**config.mk**
```make
export PLATFORM = sky130hd
export DESIGN_NAME = game_state
export DESIGN_NICKNAME = d
export VERILOG_FILES = /design/src/rtl/game_state.sv
export SDC_FILE = /design/constraint.sdc
export NUM_CORES = 1
export LEC_CHECK = 0
export ABC_AREA = 1
export BUFFER_PORTS_ARGS = -buffer_cell sky130_fd_sc_hd__buf_2
export CORE_MARGIN = 2
export CORE_UTILIZATION = 60
export CTS_CLUSTER_DIAMETER = 30
export CTS_CLUSTER_SIZE = 20
export DETAILED_ROUTE_END_ITERATION = 8
export GPL_TIMING_DRIVEN = 0
export PLACE_DENSITY = 0.8
export SLEW_MARGIN = 20
export SYNTH_ARGS = -nofsm -noshare
export SYNTH_HDL_FRONTEND = slang
export SYNTH_SLANG_ARGS = --single-unit
```
**constraint.sdc**
```tcl
create_clock -name clk -period 2.95 [get_ports clk]
set_input_delay 0.295 -clock clk [delete_from_list [all_inputs] [get_ports clk]]
set_output_delay 0.295 -clock clk [all_outputs]
set_load 0.01 [all_outputs]
```
**src/rtl/game_state.sv**
```systemverilog
// game_state: round and scoring controller for the Frogger game.
//
// This block consumes the death/win flags from the collision checker. It
// sequences the death and win pauses and drives the round reset that holds
// the frog and car movers at their start positions. It also keeps lives,
// level and a two-digit BCD score for the seven-segment display. Every
// output is a register or a decode of registers; no input reaches an output
// combinationally.
//
// Parameters:
//   START_LIVES     lives loaded at reset/restart (1..3)
//   MAX_LEVEL       level saturation value (1..15)
//   RESPAWN_CYCLES  length of the death/win pause in clk cycles (>= 1)
//
// Ports:
//   clk              in   system clock
//   reset            in   asynchronous, active-high reset
//   death_collision  in   frog overlaps a car (level, synchronous)
//   win_collision    in   frog reached goal row (level, synchronous)
//   restart          in   new-game request (level, synchronous)
//   round_reset      out  hold frog and cars at start positions
//   lives            out  remaining lives
//   level            out  current level, 1..MAX_LEVEL
//   score_tens       out  BCD tens digit
//   score_ones       out  BCD ones digit
//   game_over        out  high in OVER
//   state            out  phase code (0 PLAY, 1 DYING, 2 WINNING, 3 OVER)
//
// State table:
//   state   | meaning
//   PLAY    | normal play, collisions are acted on
//   DYING   | post-death pause, movers held
//   WINNING | post-win pause, movers held
//   OVER    | out of lives, waiting for restart

module game_state #(
  parameter int START_LIVES    = 3,
  parameter int MAX_LEVEL      = 9,
  parameter int RESPAWN_CYCLES = 12_500_000
) (
  input  logic       clk,
  input  logic       reset,
  input  logic       death_collision,
  input  logic       win_collision,
  input  logic       restart,
  output logic       round_reset,
  output logic [1:0] lives,
  output logic [3:0] level,
  output logic [3:0] score_tens,
  output logic [3:0] score_ones,
  output logic       game_over,
  output logic [1:0] state
);

  localparam int TW = $clog2(RESPAWN_CYCLES + 1);

  localparam logic [TW-1:0] TIMER_LOAD = TW'(RESPAWN_CYCLES - 1);
  localparam logic [1:0]    LIVES_INIT = 2'(START_LIVES);
  localparam logic [3:0]    LEVEL_MAX  = 4'(MAX_LEVEL);

  typedef enum logic [1:0] {
    PLAY    = 2'd0,
    DYING   = 2'd1,
    WINNING = 2'd2,
    OVER    = 2'd3
  } state_e;

  state_e        state_q, state_d;
  logic [1:0]    lives_q, lives_d;
  logic [3:0]    level_q, level_d;
  logic [3:0]    tens_q,  tens_d;
  logic [3:0]    ones_q,  ones_d;
  logic [TW-1:0] timer_q, timer_d;

  always_ff @(posedge clk or posedge reset) begin
    if (reset) begin
      state_q <= PLAY;
      lives_q <= LIVES_INIT;
      level_q <= 4'd1;
      tens_q  <= 4'd0;
      ones_q  <= 4'd0;
      timer_q <= '0;
    end else begin
      state_q <= state_d;
      lives_q <= lives_d;
      level_q <= level_d;
      tens_q  <= tens_d;
      ones_q  <= ones_d;
      timer_q <= timer_d;
    end
  end

  always_comb begin
    state_d = state_q;
    lives_d = lives_q;
    level_d = level_q;
    tens_d  = tens_q;
    ones_d  = ones_q;
    timer_d = timer_q;

    // restart wins over everything in every state; it also clears the timer
    // so a later pause always starts from a full load.
    if (restart) begin
      state_d = PLAY;
      lives_d = LIVES_INIT;
      level_d = 4'd1;
      tens_d  = 4'd0;
      ones_d  = 4'd0;
      timer_d = '0;
    end else begin
      unique case (state_q)
        PLAY: begin
          if (death_collision) begin
            if (lives_q != 2'd0) lives_d = lives_q - 2'd1;
            timer_d = TIMER_LOAD;
            state_d = DYING;
          end else if (win_collision) begin
            // BCD increment, saturating at 99
            if (ones_q != 4'd9) begin
              ones_d = ones_q + 4'd1;
            end else if (tens_q != 4'd9) begin
              ones_d = 4'd0;
              tens_d = tens_q + 4'd1;
            end
            if (level_q < LEVEL_MAX) level_d = level_q + 4'd1;
            timer_d = TIMER_LOAD;
            state_d = WINNING;
          end
        end
        DYING, WINNING: begin
          // The pause covers timer values LOAD..0, i.e. RESPAWN_CYCLES cycles.
          if (timer_q == '0) begin
            if (state_q == DYING && lives_q == 2'd0) state_d = OVER;
            else                                     state_d = PLAY;
          end else begin
            timer_d = timer_q - 1'b1;
          end
        end
        OVER: begin
          state_d = OVER;
        end
        default: state_d = PLAY;
      endcase
    end
  end

  assign round_reset = (state_q != PLAY);
  assign game_over   = (state_q == OVER);
  assign state       = state_q;
  assign lives       = lives_q;
  assign level       = level_q;
  assign score_tens  = tens_q;
  assign score_ones  = ones_q;

endmodule
```
==> results.toml, run 1 <==
[clocking]
clk_path_buf_depth = 2
htree_levels = 2
cts-resized-gates = 0
root_buffer = "clkbuf_8"
cts_tree = "built"
ctsHoldBuffers = 0
numCtsBuffers = 5
clock-sinks = 40
clk_pin_slew_ns = 0.08
post_cts_buffers = 0
clock_latency_ns = 0.29

[cells_and_area]
nets = 417
final_cells = 453
postLayoutCoreUtil_pct = 69.11
fill_cells = 355
n_antenna_cell = 0
syn_to_final_growth_pct = 11.65
drive_gt1_share_pct = 16.96

[route]
num_vias = 2466
first_pass_iters = 4
wl_per_cell_microns = 13.18
via_per_inst = 5.444
ant_nets = 0
drc = 0
routed_wl_mm = 5.971
drt_iter0_markers = 172

[logic_synthesis]
synthAdderAreaFrac_pct = 5.571
yosysTopAreaCell = "dfrtp_1"
syn_inst = 370
synth_top_area_share_pct = 34.35
ys_ff_latch = 40
synth_top_family_by_area = "simple AND/OR/NAND/NOR gates"
syn_nets = 387
synth_simple_gate_area_share_pct = 39.32
muxShareOfSynthArea_pct = 0.3714
synth_cell_types = 33
ys_seq_area_share_pct = 37.28
synth_compound_area_share_pct = 8.124
synth_area_per_cell_sq_um = 7.284
syn_area_sq_um = 2695
synthXorXnorAreaFrac_pct = 2.925
async_flop_share_pct = 100.0
ys.flop_type = "dfrtp_1"
synth-edff-count = 0
yosys_warnings = 0
netlist_top_cells_area = "dfrtp_1 34%, nand2_1 17%, nor2_1 6.5%"

[floorplanning]
die_area_sq_um = 5044
rows = 24
core_sq_um = 4354
die_h_microns = 71.02
io_pins = 23
initial_utilization_pct = 61.90
die_w_microns = 71.02

[power]
swShare_pct = 47.61
pwr-share-seq_pct = 33.3
vdd_drop_max_mv = 0.5232
p_comb_share_pct = 50.6
p_leak_nw = 1.553
powerDensity_nw_per_um2 = 925.1
p_clk_share_pct = 16.1
power.internal_w = 0.001458
switchingPower_w = 0.001325
finalPower_w = 0.002784

[sta]
hold_viol_final = 0
slew_violations = 0
setup_violations = 0
fin_ws_ns = 1.007
tns_ns = 0
fin_crit_sh_pct = 65.87
layout_min_cycle_time_ns = 1.943
worstMarginPinSlew_ns = 0.5542
fin_skew_ns = 0.008724
rsz0062_at_grt = "false"
slew_headroom_pct = 63.05
clock.fmax_mhz = 514.6

[critical_path]
critPathMaxFanout = 10
start_kind = "flop"
arrival_ns = 2.17
critical_path_class = "flop to flop"
end_kind = "flop"
cp.required_ns = 3.18

[global_route]
track_usage_pct = 26.57
antenna_found_initial = 0
grt_pass1_wl_mm = 10.78
grt_overflow = 0
grt_pass1_vias = 2496
grt_max_degree = 23

[place]
placed_cells = 445
hpwl_mm = 4.551
portBuffers = 22
pre_cts_ws_ns = 1.042
place_congestion = 0.9503

[worst_hold_path]
hold_path_class = "input port to async pin"

[status]
status = "completed"

[job]
maxCapViolations = 0
metal layers:
metal	share of wire, %	up-vias	track usage, %
li1	-	1249	-
met1	42	1131	32.72
met2	50	70	45.17
met3	5.1	16	5.556
met4	2.6	0	11.32
met5	0	-	0
synth_stat cells (2+ instances only):
cell and instances:
inv_1 33, xor2_1 6, dfstp_2 3, o21ai_1 2, nor2_4 5, a21oi_1 8
ha_1 12, nand3b_1 3, nand2_2 3, nor2_1 47, inv_2 3, o21ai_0 16
nor2_2 10, nor3_1 5, buf_6 3, nand3_1 30, o21ai_2 2, nand2_1 120
nand4_1 7, xnor2_1 3, dfrtp_1 37
power by group through the flow:
stage	Combinational, W	Clock, W	Sequential, W
4_1_cts	0.00140	0.000459	0.000923
3_5_place_dp	0.00140	0	0.000929
3_3_place_gp	0.00135	0	0.000923
6_report	0.00141	0.000447	0.000927
5_1_grt	0.00159	0.000483	0.000959
2_1_floorplan	0.00105	0	0.000913
cell families after synthesis:
kind of cell | Yosys count
flops | 40
buf+inv | 40
simple gates | 234
xor+xnor | 9
fa+ha+maj | 12
mux | 1
compound gates | 34
per-stage QoR:
step | hold slack [ns] | cell area, sq um
floorplan | 0.4704 | 2695
global placement | 0.4961 | 2870
detailed placement | 0.3546 | 2898
CTS | 0.03515 | 3009
global route | 0.06563 | 3009
finish | 0.02488 | 3009
flip-flops by register name (all words and copies together) (netlist names):
| register | count |
|---|---|
| timer_q | 24 |
| lives | 2 |
| score_ones | 4 |
| level | 4 |
| state | 2 |
| score_tens | 4 |
cell type report:
class	count	area, sq um	area share [%]
multi-input combinational	290	1518	50.44
sequential	40	1005	33.39
timing repair buffer	23	137.6	4.574
inverter	36	135.1	4.491
clock buffer	5	68.82	2.287
tap	52	65.06	2.162
clock inverter	3	42.54	1.414
buffer	4	37.54	1.247
path summary, 6_finish.rpt:
check / start / end / slack [ns] / cells after the start
setup / recovery: state[0] / timer_q[4] / 1.01 / 9
hold / removal: reset / score_ones[0] / 0.02 / 2
setup reg to reg: state[0] / timer_q[4] / 1.01 / 9
hold reg to reg: lives[1] / lives[1] / 0.52 / 2
max in group asynchronous: reset / timer_q[6] / 2.46 / 3
min in group clk: restart / level[3] / 0.42 / 3
critical path, stage by stage (launching register included):
cell     delay (ns)
dfrtp_1        0.43
inv_1          0.06
ha_1           0.46
inv_2          0.11
nor2_1         0.17
nand4_2        0.18
nand2_4        0.16
buf_6          0.16
nand2_1        0.06
nand2_1        0.08
layout by cell type, fill, tap and decap left out:
cell type	instances
inv_1	32
a21oi_1	8
nor2_1	47
a31oi_4	1
buf_6	3
clkinv_2	1
clkinvlp_4	1
nand2_2	3
nand3_1	30
nand2_1	120
xnor2_1	3
a31oi_2	1
nand4_1	7
nor2_8	1
clkbuf_1	1
inv_2	4
buf_2	22
nand3_2	1
nand3b_1	3
ha_1	12
o21ai_0	16
a21oi_4	1
nor3_1	5
buf_16	1
o21ai_1	2
a22oi_1	1
xor2_1	6
dfrtp_1	37
nand2_4	1
o22ai_1	1
nor2_2	10
clkbuf_8	5
nor2_4	5
mux2i_1	1
bufinv_16	1
nand4_2	1
o21ai_2	2
dfstp_2	3
o211ai_1	1
Note: power is estimated with default switching activity, not from simulation.
==> inputs of run 2 (changes only) <==
--- a/config.mk
+++ b/config.mk
@@ -5,15 +5,15 @@
 export SDC_FILE = /design/constraint.sdc
 export NUM_CORES = 1
 export LEC_CHECK = 0
-export ABC_AREA = 1
+export ABC_AREA = 0
 export BUFFER_PORTS_ARGS = -buffer_cell sky130_fd_sc_hd__buf_2
 export CORE_MARGIN = 2
-export CORE_UTILIZATION = 60
+export CORE_UTILIZATION = 53
 export CTS_CLUSTER_DIAMETER = 30
 export CTS_CLUSTER_SIZE = 20
 export DETAILED_ROUTE_END_ITERATION = 8
 export GPL_TIMING_DRIVEN = 0
-export PLACE_DENSITY = 0.8
+export PLACE_DENSITY = 0.75
 export SLEW_MARGIN = 20
 export SYNTH_ARGS = -nofsm -noshare
 export SYNTH_HDL_FRONTEND = slang
==> constraint.sdc (replaced) <==
create_clock -name clk -period 1.7 [get_ports clk]
set_input_delay 0.17 -clock clk [delete_from_list [all_inputs] [get_ports clk]]
set_output_delay 0.17 -clock clk [all_outputs]
set_load 0.01 [all_outputs]
==> results.toml, run 2 <==
[status]
status = "finished, violations left"
violations = "negative setup slack"

[logic_synthesis]
synth_cell_types = 53
synthXorXnorAreaFrac_pct = 1.801
async_flop_share_pct = 100.0
yosysTopAreaCell = "dfrtp_1"
yosys_warnings = 0
synth-edff-count = 0
synth_simple_gate_area_share_pct = 22.65
ys_seq_area_share_pct = 41.33
ys.flop_type = "dfrtp_1"
synth_top_family_by_area = "compound AO/OA/AOI/OAI gates"
synthAdderAreaFrac_pct = 6.176
synth_compound_area_share_pct = 23.01
muxShareOfSynthArea_pct = 0.4117
yosysMostFrequentCell = "dfrtp_1"
syn_area_sq_um = 2431
synth_top_area_share_pct = 38.09
syn_nets = 274
synthTopCellsByCount = "37 x dfrtp_1, 21 x nor2_1, 20 x a21oi_1"
syn_inst = 257
synth_area_per_cell_sq_um = 9.459
netlist_top_cells_area = "dfrtp_1 38%, ha_1 6.2%, a21oi_1 4.1%"
ys_ff_latch = 40

[sta]
hold_viol_final = 0
setup_violations = 26
worstMarginPinSlew_ns = 0.7690
slew_headroom_pct = 48.73
layout_min_cycle_time_ns = 1.939
fin_skew_ns = 0.01004
clock.fmax_mhz = 515.7
fin_crit_sh_pct = 114.1
fin_ws_ns = -0.2392
rsz0062_at_grt = "true"
slew_violations = 0

[worst_hold_path]
hold_path_class = "input port to flop"

[cells_and_area]
drive_gt1_share_pct = 46.67
n_antenna_cell = 0
largest_reg_flops = 24
fill_cells = 241
max_flop_register = "timer_q"
final_cell_mix = "30 x dfrtp_1, 22 x buf_2, 22 x buf_4"
layout_commonest_cell = "dfrtp_1"
stdcell_area_sq_um = 3498
syn_to_final_growth_pct = 43.90
nets = 331
postLayoutCoreUtil_pct = 79.79
seq_area_sq_um = 1013
multiInputGateArea_sq_um = 1745
final_cells = 367

[route]
routed_wl_mm = 6.763
drc = 0
via_per_inst = 6.248
num_vias = 2293
ant_nets = 0
drt_iter0_markers = 91
first_pass_iters = 4
wl_per_cell_microns = 18.43

[power]
finalPower_w = 0.006311
vdd_drop_max_mv = 1.022
p_leak_nw = 1.499
powerDensity_nw_per_um2 = 1804

[floorplanning]
io_pins = 23
die_area_sq_um = 5144
core_sq_um = 4384
rows = 24
initial_utilization_pct = 55.45
die_w_microns = 71.73
die_h_microns = 71.73

[global_route]
grt_pass1_wl_mm = 10.75
grt_pass1_vias = 2246
track_usage_pct = 26.90
grt_max_degree = 22
antenna_found_initial = 0
grt_overflow = 0

[critical_path]
start_kind = "flop"
critical_path_class = "flop to flop"
end_kind = "flop"
critPathMaxFanout = 6
cp.required_ns = 1.85
arrival_ns = 2.08

[place]
pre_cts_ws_ns = -0.4178
placed_area_sq_um = 2740
placed_cells = 331
place_congestion = 0.8119
portBuffers = 21
hpwl_mm = 3.885

[clocking]
numCtsBuffers = 5
clock_latency_ns = 0.30
cts_tree = "built"
root_buffer = "clkbuf_8"
htree_levels = 2
clk_path_buf_depth = 2
clock-sinks = 40
clk_pin_slew_ns = 0.08

[job]
maxCapViolations = 0
-- run 2: cell types whose count changed after synthesis, sizes merged, moves of 6 or more --
cell and change:
a21o +6, a21oi +11, a311oi +14, clkbuf +7, inv -21, nand2 -109, nand2b +6, nand3 -24
nor2 -41, nor4 +8, o21ai -8
-- run 2: layout make-up --
type,count,share of cell area (%)
clock inverter,2,1.001
multi-input combinational,190,49.89
inverter,15,1.609
clock buffer,6,2.074
tap,52,1.860
timing repair buffer,50,11.55
sequential,40,28.97
buffer,12,3.040
-- run 2: routing by layer --
metal,part of all wire (%),GRT usage [%],vias up
met3,5.4,6.329,16
met2,51,43.31,72
met4,2.5,14.47,0
met1,41,33.52,1128
met5,0,0,-
li1,-,-,1077
-- run 2: critical path: stages (launching register included) --
cell and delay [ns]:
dfrtp_1 0.40, inv_2 0.12, ha_4 0.14, nor4b_4 0.19, nand4_1 0.15, buf_6 0.17, o21a_4 0.26, buf_8 0.16
a21oi_4 0.14, a311oi_2 0.05
-- run 2: report_power, final --
group,internal (W),total (W),switching (W)
Combinational,0.00182,0.00381,0.00199
Sequential,0.00124,0.00173,0.000496
Clock,0.000436,0.000774,0.000338
-- run 2: worst paths after layout --
kind / from / end / slack, ns / cells past startpoint
worst max-delay path: timer_q[0] / timer_q[4] / -0.24 / 9
worst min-delay path: death_collision / state[1] / 0.32 / 4
worst max register to register: timer_q[0] / timer_q[4] / -0.24 / 9
worst min register to register: lives[1] / lives[1] / 0.50 / 2
max in group asynchronous: reset / lives[1] / 0.72 / 4
min in group asynchronous: reset / timer_q[6] / 0.43 / 3
-- run 2: per-stage QoR --
step / hold WS (ns) / TNS, ns
2_1_floorplan: 0.3473 / -0.9946
3_3_place_gp: 0.4937 / -8.447
5_1_grt: 0.3693 / -7.630
3_5_place_dp: 0.2075 / -9.152
4_1_cts: 0.2317 / -3.393
6_report: 0.3204 / -5.134
-- run 2: cells by family (layout without fill, tap and decap cells) --
group,after synthesis,count (layout)
AND/OR/NAND/NOR,96,96
AO/OA/AOI/OAI,76,76
flip-flops,40,40
buffers and inverters,27,85
adder cells (fa/ha/maj),12,12
XOR/XNOR,5,5
multiplexers,1,1
-- run 2: timing repair --
| item | CTS | global route |
|---|---|---|
| buffers inserted | 16 | 8 |
| pin swaps | 23 | 17 |
| hold buffers | 1 | 0 |
| endpoints found under the setup margin | 37 | 32 |
| gates resized for setup | 59 | 30 |
| hold endpoints to repair | 19 | 0 |
| cloned | 3 | 0 |
